## src/rtl/magnitude_search.sv

```systemverilog
`default_nettype none
// ============================================================================
// Module   : magnitude_search
// Brief    : Binary-search controller that drives the probe operand of an
//            external magnitude comparator to recover an unknown target value.
// Revision : 1.0 - initial release
// ============================================================================
module magnitude_search #(
    parameter int WIDTH = 2
) (
    input  logic             clk,
    input  logic             rst,
    input  logic             start,
    input  logic             a_less_b,
    input  logic             a_equal_b,
    input  logic             a_greater_b,
    output logic [WIDTH-1:0] probe,
    output logic             busy,
    output logic             done,
    output logic             found,
    output logic             err,
    output logic [WIDTH-1:0] result
);

    typedef enum logic [0:0] {
        ST_IDLE   = 1'b0,
        ST_SEARCH = 1'b1
    } state_t;

    localparam logic [WIDTH-1:0] C_MAX = {WIDTH{1'b1}};

    // floor((a+b)/2) without a carry out of WIDTH bits
    function automatic logic [WIDTH-1:0] f_mid(input logic [WIDTH-1:0] a,
                                               input logic [WIDTH-1:0] b);
        return (a >> 1) + (b >> 1) + WIDTH'(a[0] & b[0]);
    endfunction

    state_t           r_state, w_state;
    logic [WIDTH-1:0] r_lo, w_lo;
    logic [WIDTH-1:0] r_hi, w_hi;
    logic [WIDTH-1:0] r_probe, w_probe;
    logic             r_busy, w_busy;
    logic             r_done, w_done;
    logic             r_found, w_found;
    logic             r_err, w_err;
    logic [WIDTH-1:0] r_result, w_result;
    logic             w_finish;
    logic             w_onehot;
    logic [WIDTH-1:0] w_inc;
    logic [WIDTH-1:0] w_dec;

    assign w_onehot = $onehot({a_less_b, a_equal_b, a_greater_b});
    // Only consumed when the probe is known not to sit on the matching bound
    assign w_inc    = r_probe + WIDTH'(1);
    assign w_dec    = r_probe - WIDTH'(1);

    always_comb begin
        w_state  = r_state;
        w_lo     = r_lo;
        w_hi     = r_hi;
        w_probe  = r_probe;
        w_busy   = r_busy;
        w_done   = 1'b0;
        w_found  = r_found;
        w_err    = r_err;
        w_result = r_result;
        w_finish = 1'b0;
        case (r_state)
            ST_IDLE: begin
                if (start) begin
                    w_lo    = '0;
                    w_hi    = C_MAX;
                    w_probe = C_MAX >> 1;
                    w_busy  = 1'b1;
                    w_state = ST_SEARCH;
                end
            end
            ST_SEARCH: begin
                w_finish = 1'b1;
                w_found  = 1'b0;
                w_err    = 1'b0;
                w_result = '0;
                if (!w_onehot) begin
                    w_err = 1'b1;
                end else if (a_equal_b) begin
                    w_found  = 1'b1;
                    w_result = r_probe;
                end else if (a_greater_b) begin
                    if (r_probe != C_MAX && w_inc <= r_hi) begin
                        w_finish = 1'b0;
                        w_lo     = w_inc;
                        w_probe  = f_mid(w_inc, r_hi);
                    end
                end else begin
                    if (r_probe != '0 && r_lo <= w_dec) begin
                        w_finish = 1'b0;
                        w_hi     = w_dec;
                        w_probe  = f_mid(r_lo, w_dec);
                    end
                end
                // Result registers only change when a search actually ends
                if (w_finish) begin
                    w_done  = 1'b1;
                    w_busy  = 1'b0;
                    w_state = ST_IDLE;
                end else begin
                    w_found  = r_found;
                    w_err    = r_err;
                    w_result = r_result;
                end
            end
            default: begin
                w_state = ST_IDLE;
                w_busy  = 1'b0;
            end
        endcase
    end

    always_ff @(posedge clk or posedge rst) begin
        if (rst) begin
            r_state  <= ST_IDLE;
            r_lo     <= '0;
            r_hi     <= C_MAX;
            r_probe  <= '0;
            r_busy   <= 1'b0;
            r_done   <= 1'b0;
            r_found  <= 1'b0;
            r_err    <= 1'b0;
            r_result <= '0;
        end else begin
            r_state  <= w_state;
            r_lo     <= w_lo;
            r_hi     <= w_hi;
            r_probe  <= w_probe;
            r_busy   <= w_busy;
            r_done   <= w_done;
            r_found  <= w_found;
            r_err    <= w_err;
            r_result <= w_result;
        end
    end

    assign probe  = r_probe;
    assign busy   = r_busy;
    assign done   = r_done;
    assign found  = r_found;
    assign err    = r_err;
    assign result = r_result;

endmodule
`default_nettype wire

```

## config.mk

```make
export PLATFORM = sky130hd
export DESIGN_NAME = magnitude_search
export DESIGN_NICKNAME = d
export VERILOG_FILES = /design/src/rtl/magnitude_search.sv
export SDC_FILE = /design/constraint.sdc
export NUM_CORES = 1
export LEC_CHECK = 0
export CAP_MARGIN = 20
export CORE_MARGIN = 2
export CORE_UTILIZATION = 59
export CTS_BUF_LIST = sky130_fd_sc_hd__clkbuf_8
export DETAILED_ROUTE_END_ITERATION = 12
export GPL_ROUTABILITY_DRIVEN = 0
export PLACE_DENSITY = 0.95
export SLEW_MARGIN = 20
export SYNTH_ARGS = -nofsm -noshare
export SYNTH_HDL_FRONTEND = slang
export SYNTH_SLANG_ARGS = --single-unit
```

## constraint.sdc

```tcl
create_clock -name clk -period 6.1 [get_ports clk]
set_clock_uncertainty 0.15 [all_clocks]
set_input_delay 1.22 -clock clk [delete_from_list [all_inputs] [get_ports clk]]
set_output_delay 1.22 -clock clk [all_outputs]
set_load 0.1 [all_outputs]
```

Yosys cells after proc, flatten, opt, wreduce, memory -nomap -nowiden:

Cells that the tools add are included.

* output and inout bits: 8
* word-level logic and storage cells: 80
* bits of input ports: 6
* bits in registers: 13

* eq/ne operators: 12
* mux-type cells: 38
* reductions and logical operators: 8
* add/sub/neg operators: 8
* order comparisons: 2
* bitwise gates (word level): 3

Operators with widths (number)
* 2-bit 2-to-1 mux: 18
* 1-bit 2-to-1 mux: 15
* 5-bit AND reduction: 3
* 2-bit one-hot mux with 2 select lines: 3
* 2-bit != test (second input constant): 5
* 2-bit by 1-bit != test with 1-bit output (second input constant): 4
* 1-bit by 1-bit adder with 2-bit output: 3
* 2-bit by 1-bit adder with 2-bit output: 3
* 3-bit by 2-bit != test with 1-bit output (second input constant): 2
* 2-bit less-or-equal comparator: 2
* 1-bit one-hot mux with 2 select lines: 2
* 2-bit AND reduction: 2
* 2-bit by 1-bit adder with 2-bit output (second input constant): 1
* 1-bit AND: 2
* 2-bit by 1-bit equality test with 1-bit output (second input constant): 1
* 1-bit logical AND: 2
* 2-bit nonzero test: 1
* 2-bit by 1-bit subtractor with 2-bit output (second input constant): 1
* 1-bit inverter: 1

Depth between registers and ports, before layout:

* depth in word-level cells: 10
* depth in mapped cells: 8
* depth with buffers taken out: 8

Least setup slack after synthesis:

No wires, ideal clock.

* path type: register to register
* start point: register r_probe[0], in the netlist probe[0]
* end point: register r_found, in the netlist found
* period minus slack after synthesis: 2.927 ns
* stages on the path, launching flop included: 9
* setup time: 0.123 ns
* path slack: 3.173 ns
* arrival: 2.654 ns
* cell sequence: dfrtp_1 inv_1 ha_1 ha_1 nor2b_4 o21ai_2 a22oi_4 o21ai_0 a32o_1

* cells in the longest elaborated chain, start to end: 9
* elaborated cells between the ends (all ways): 15
* classes of those cells: add/sub: 2; order compare: 2; eq/ne: 1; mux: 6; reduce/logical: 4

Ends and longest elaborated chain
* from (decl): line 41 `logic [WIDTH-1:0] r_probe, w_probe;`
* from (signal assigned): line 134 `r_probe <= w_probe;`
* 2-bit by 1-bit subtractor with 2-bit output or 2-bit by 1-bit adder with 2-bit output (tied branches): line 55, 54
* 2-bit less-or-equal comparator (on tied branches): line 95, 89
* 1-bit logical AND (on tied branches): line 95, 89
* 1-bit 2-to-1 mux (on tied branches): line 95, 89
* 1-bit 2-to-1 mux (*): line 88 `end else if (a_greater_b) begin`
* 1-bit 2-to-1 mux (*): line 85 `end else if (a_equal_b) begin`
* 1-bit 2-to-1 mux (*): line 83 `if (!w_onehot) begin`
* 1-bit 2-to-1 mux (*): line 68 `case (r_state)`
* 2-bit AND reduction (no source line) (*)
* to (signal assigned): line 137 `r_found <= w_found;`
* to (decl): line 44 `logic r_found, w_found;`

Mark *: on every way between the ends. The rest lies on a longest branch, timed or not. The select of a mux whose other input is x is not followed.
A chain may end at the register's enable or synchronous reset.

Worst setup path in the final report:

* start point: register r_probe[0], in the netlist probe[0]
* end point: output port probe[0]

RTL lines
* to (decl): line 17 `output logic [WIDTH-1:0] probe,`

No word-level cell between the ends.

==> impl_metrics.env <==
export IMPL_critPathMaxFanout=7
export IMPL_postCtsSetupBuffers=0
export IMPL_synth_avg_cell_area_um2=10.5
export IMPL_port_buffers=13
export IMPL_rsz0062_at_grt="false"
export IMPL_end_kind="output port"
export IMPL_cts_tree="built"
export IMPL_fmax_mhz=305
export IMPL_arrival_ns=1.91
export IMPL_worst_slew_pin_slew_ns=0.987
export IMPL_maxCapViolCount=0
export IMPL_overflow=0
export IMPL_grt_use_total_pct=21.6
export IMPL_combinationalPowerShare_pct=55.6
export IMPL_sw_frac_of_total_pct=47.1
export IMPL_cp_num_buf_inv=1
export IMPL_syn_num_nets=105
export IMPL_internal_power_uw=245
export IMPL_status="finished clean"
export IMPL_power_frac_seq_pct=28.3
export IMPL_area_delta_synth_final_pct=19.9
export IMPL_power_share_clock_pct=16.1
export IMPL_coreArea_um2=1490
export IMPL_yosysWarnings=0
export IMPL_cts_sinks=13
export IMPL_synth_top_area_share_pct=29.9
export IMPL_layout_common_cells="clkdlybuf4s50_1 (13), inv_1 (12), dfrtp_1 (11)"
export IMPL_yosysUniqueCellTypes=34
export IMPL_clk_path_buf_depth=2
export IMPL_cts_buffers=3
export IMPL_powerDensity_nw_per_um2=420
export IMPL_first_global_vias=609
export IMPL_path_class="reg -> out"
export IMPL_drc=0
export IMPL_rows=14
export IMPL_die_h_um=43.5
export IMPL_hold_buffers=0
export IMPL_ir_drop_uv=264
export IMPL_hold_path_class="reg -> reg"
export IMPL_required_ns=4.73
export IMPL_crit_chain="clkdlybuf4s50_1"
export IMPL_start_util_pct=61.8
export IMPL_relSlewSlack_pct=34.0
export IMPL_min_period_ns=3.28
export IMPL_power_uw=462
export IMPL_htreeDepth=1
export IMPL_clk_pin_slew_worst_paths_ns=0.05
export IMPL_io_pins=14
export IMPL_drt_initial_drc_count=14
export IMPL_min_period_over_period_pct=53.8
export IMPL_vias_per_cell=5.59
export IMPL_netSwitchingPower_uw=218
export IMPL_final_setup_tns_ns=0
export IMPL_antenna_cells=0
export IMPL_critPathSlowestCell="clkdlybuf4s50_1"
export IMPL_grt_max_degree=18
export IMPL_crit_family="buffers and inverters"
export IMPL_synth_cells=88
export IMPL_synth_top_cell_by_area="dfrtp_1"
export IMPL_final_antenna_net_count=0
export IMPL_vias=665
export IMPL_syn_area_um2=920
export IMPL_place_hpwl_um=1410
export IMPL_cts_resized=0
export IMPL_slew_violations=0
export IMPL_yosys_top_cells_area="dfrtp_1 (30%), ha_1 (11%), fa_1 (6.5%)"
export IMPL_dieArea_um2=1890
export IMPL_wirelength_um=1730
export IMPL_clkLatencyLatePin_ns=0.24
export IMPL_p_leak_uw=0.000551
export IMPL_synth_seq_cells=13
export IMPL_drt_pass1_iterations=4
export IMPL_cts_root_buf="clkbuf_8"
export IMPL_die_width_um=43.5
export IMPL_setup_viol=0
export IMPL_yosysSeqAreaShare_pct=35.6
export IMPL_fin_nets=121
export IMPL_antenna_found_initial=0
export IMPL_grt_pass1_wl_um=2810
export IMPL_critPathMaxStageDelay_ns=1.19
export IMPL_wire_per_inst_um=14.6
export IMPL_hold_violations=0
export IMPL_layout_commonest_cell="clkdlybuf4s50_1"
export IMPL_startpoint_type="flop"
export IMPL_drive_above_1_share_pct=15.5
## logic make-up (layout without fill, tap and decap cells)
family          Yosys count  in the layout  share of synthesized area [%]
fa+ha+maj                11             11                           17.4
flops                    13             13                           35.6
simple gates             27             27                           18.1
mux                       4              4                           4.35
buf+inv                  13             28                           5.85
compound gates           20             20                           18.6
## routing by layer
metal	wire length [um]	part of all wire (%)	up-vias	global-route usage [%]
li1	-	-	328	-
met1	740	43	316	25.9
met2	873	50	15	34.3
met3	46	2.7	6	3.75
met4	72	4.2	0	17.0
met5	0	0	-	0
## worst paths after layout
kind,from,end,slack [ns],depth (start not counted)
worst max-delay path,probe[0],probe[0],2.82,1
worst min-delay path,busy,busy,0.33,1
worst max register to register,probe[0],found,3.61,8
worst min register to register,busy,busy,0.33,1
max in group asynchronous,rst,r_hi[0],4.31,2
min in group asynchronous,rst,err,1.14,2
## power by group through the flow
stage | Combinational (uW) | Sequential (uW) | Clock [uW]
detailed placement | 258 | 132 | 0
global route | 277 | 134 | 80.1
finish | 257 | 131 | 74.6
CTS | 259 | 131 | 75.7
global placement | 247 | 132 | 0
floorplan | 139 | 194 | 0
## cells in the mapped netlist (all sizes together)
cell type / number
a21o: 3
a21oi: 2
a22o: 1
a22oi: 1
a311oi: 1
a32o: 1
and2: 1
and2b: 1
buf: 2
dfrtp: 11
dfstp: 2
fa: 3
ha: 8
inv: 11
mux2i: 4
nand2: 9
nand2b: 2
nand3: 2
nand3b: 1
nor2: 4
nor2b: 4
nor3: 2
o211ai: 1
o21ai: 5
o22a: 1
o22ai: 3
o31ai: 1
or3: 1
## sequential cells by signal, summed over array words and instances (netlist names)
signal and cells:
probe 2, r_hi 2, r_lo 2, result 2, busy 1, done 1, err 1, found 1
r_state 1
## worst register-to-register path: cells and delay by family (launching register included)
kind	cells	cell delay (ns)
simple gates	1	0.14
compound gates	4	0.73
flops	1	0.47
buf+inv	1	0.15
fa+ha+maj	2	0.74
## layout make-up
class / count / area [um^2]
well taps: 16 / 20.0
repair buffers: 13 / 130
clock inverters: 1 / 3.75
flip-flops and latches: 13 / 328
clock buffers: 3 / 41.3
fillers: 106 / 387
multi-input cells: 62 / 538
inverters: 11 / 41.3
## through the flow
step | hold slack (ns) | std cells | utilization [%] | area [um^2] | setup WS, ns
2_1_floorplan | 0.333 | 88 | - | 920 | 3.17
3_3_place_gp | 0.310 | 115 | 71.0 | 1060 | 2.79
3_5_place_dp | 0.319 | 115 | 71.0 | 1060 | 2.71
4_1_cts | 0.331 | 119 | 74.0 | 1100 | 2.80
5_1_grt | 0.360 | 119 | 74.0 | 1100 | 2.77
6_report | 0.332 | 119 | 74.0 | 1100 | 2.82
Note: power is estimated with default switching activity, not from simulation.
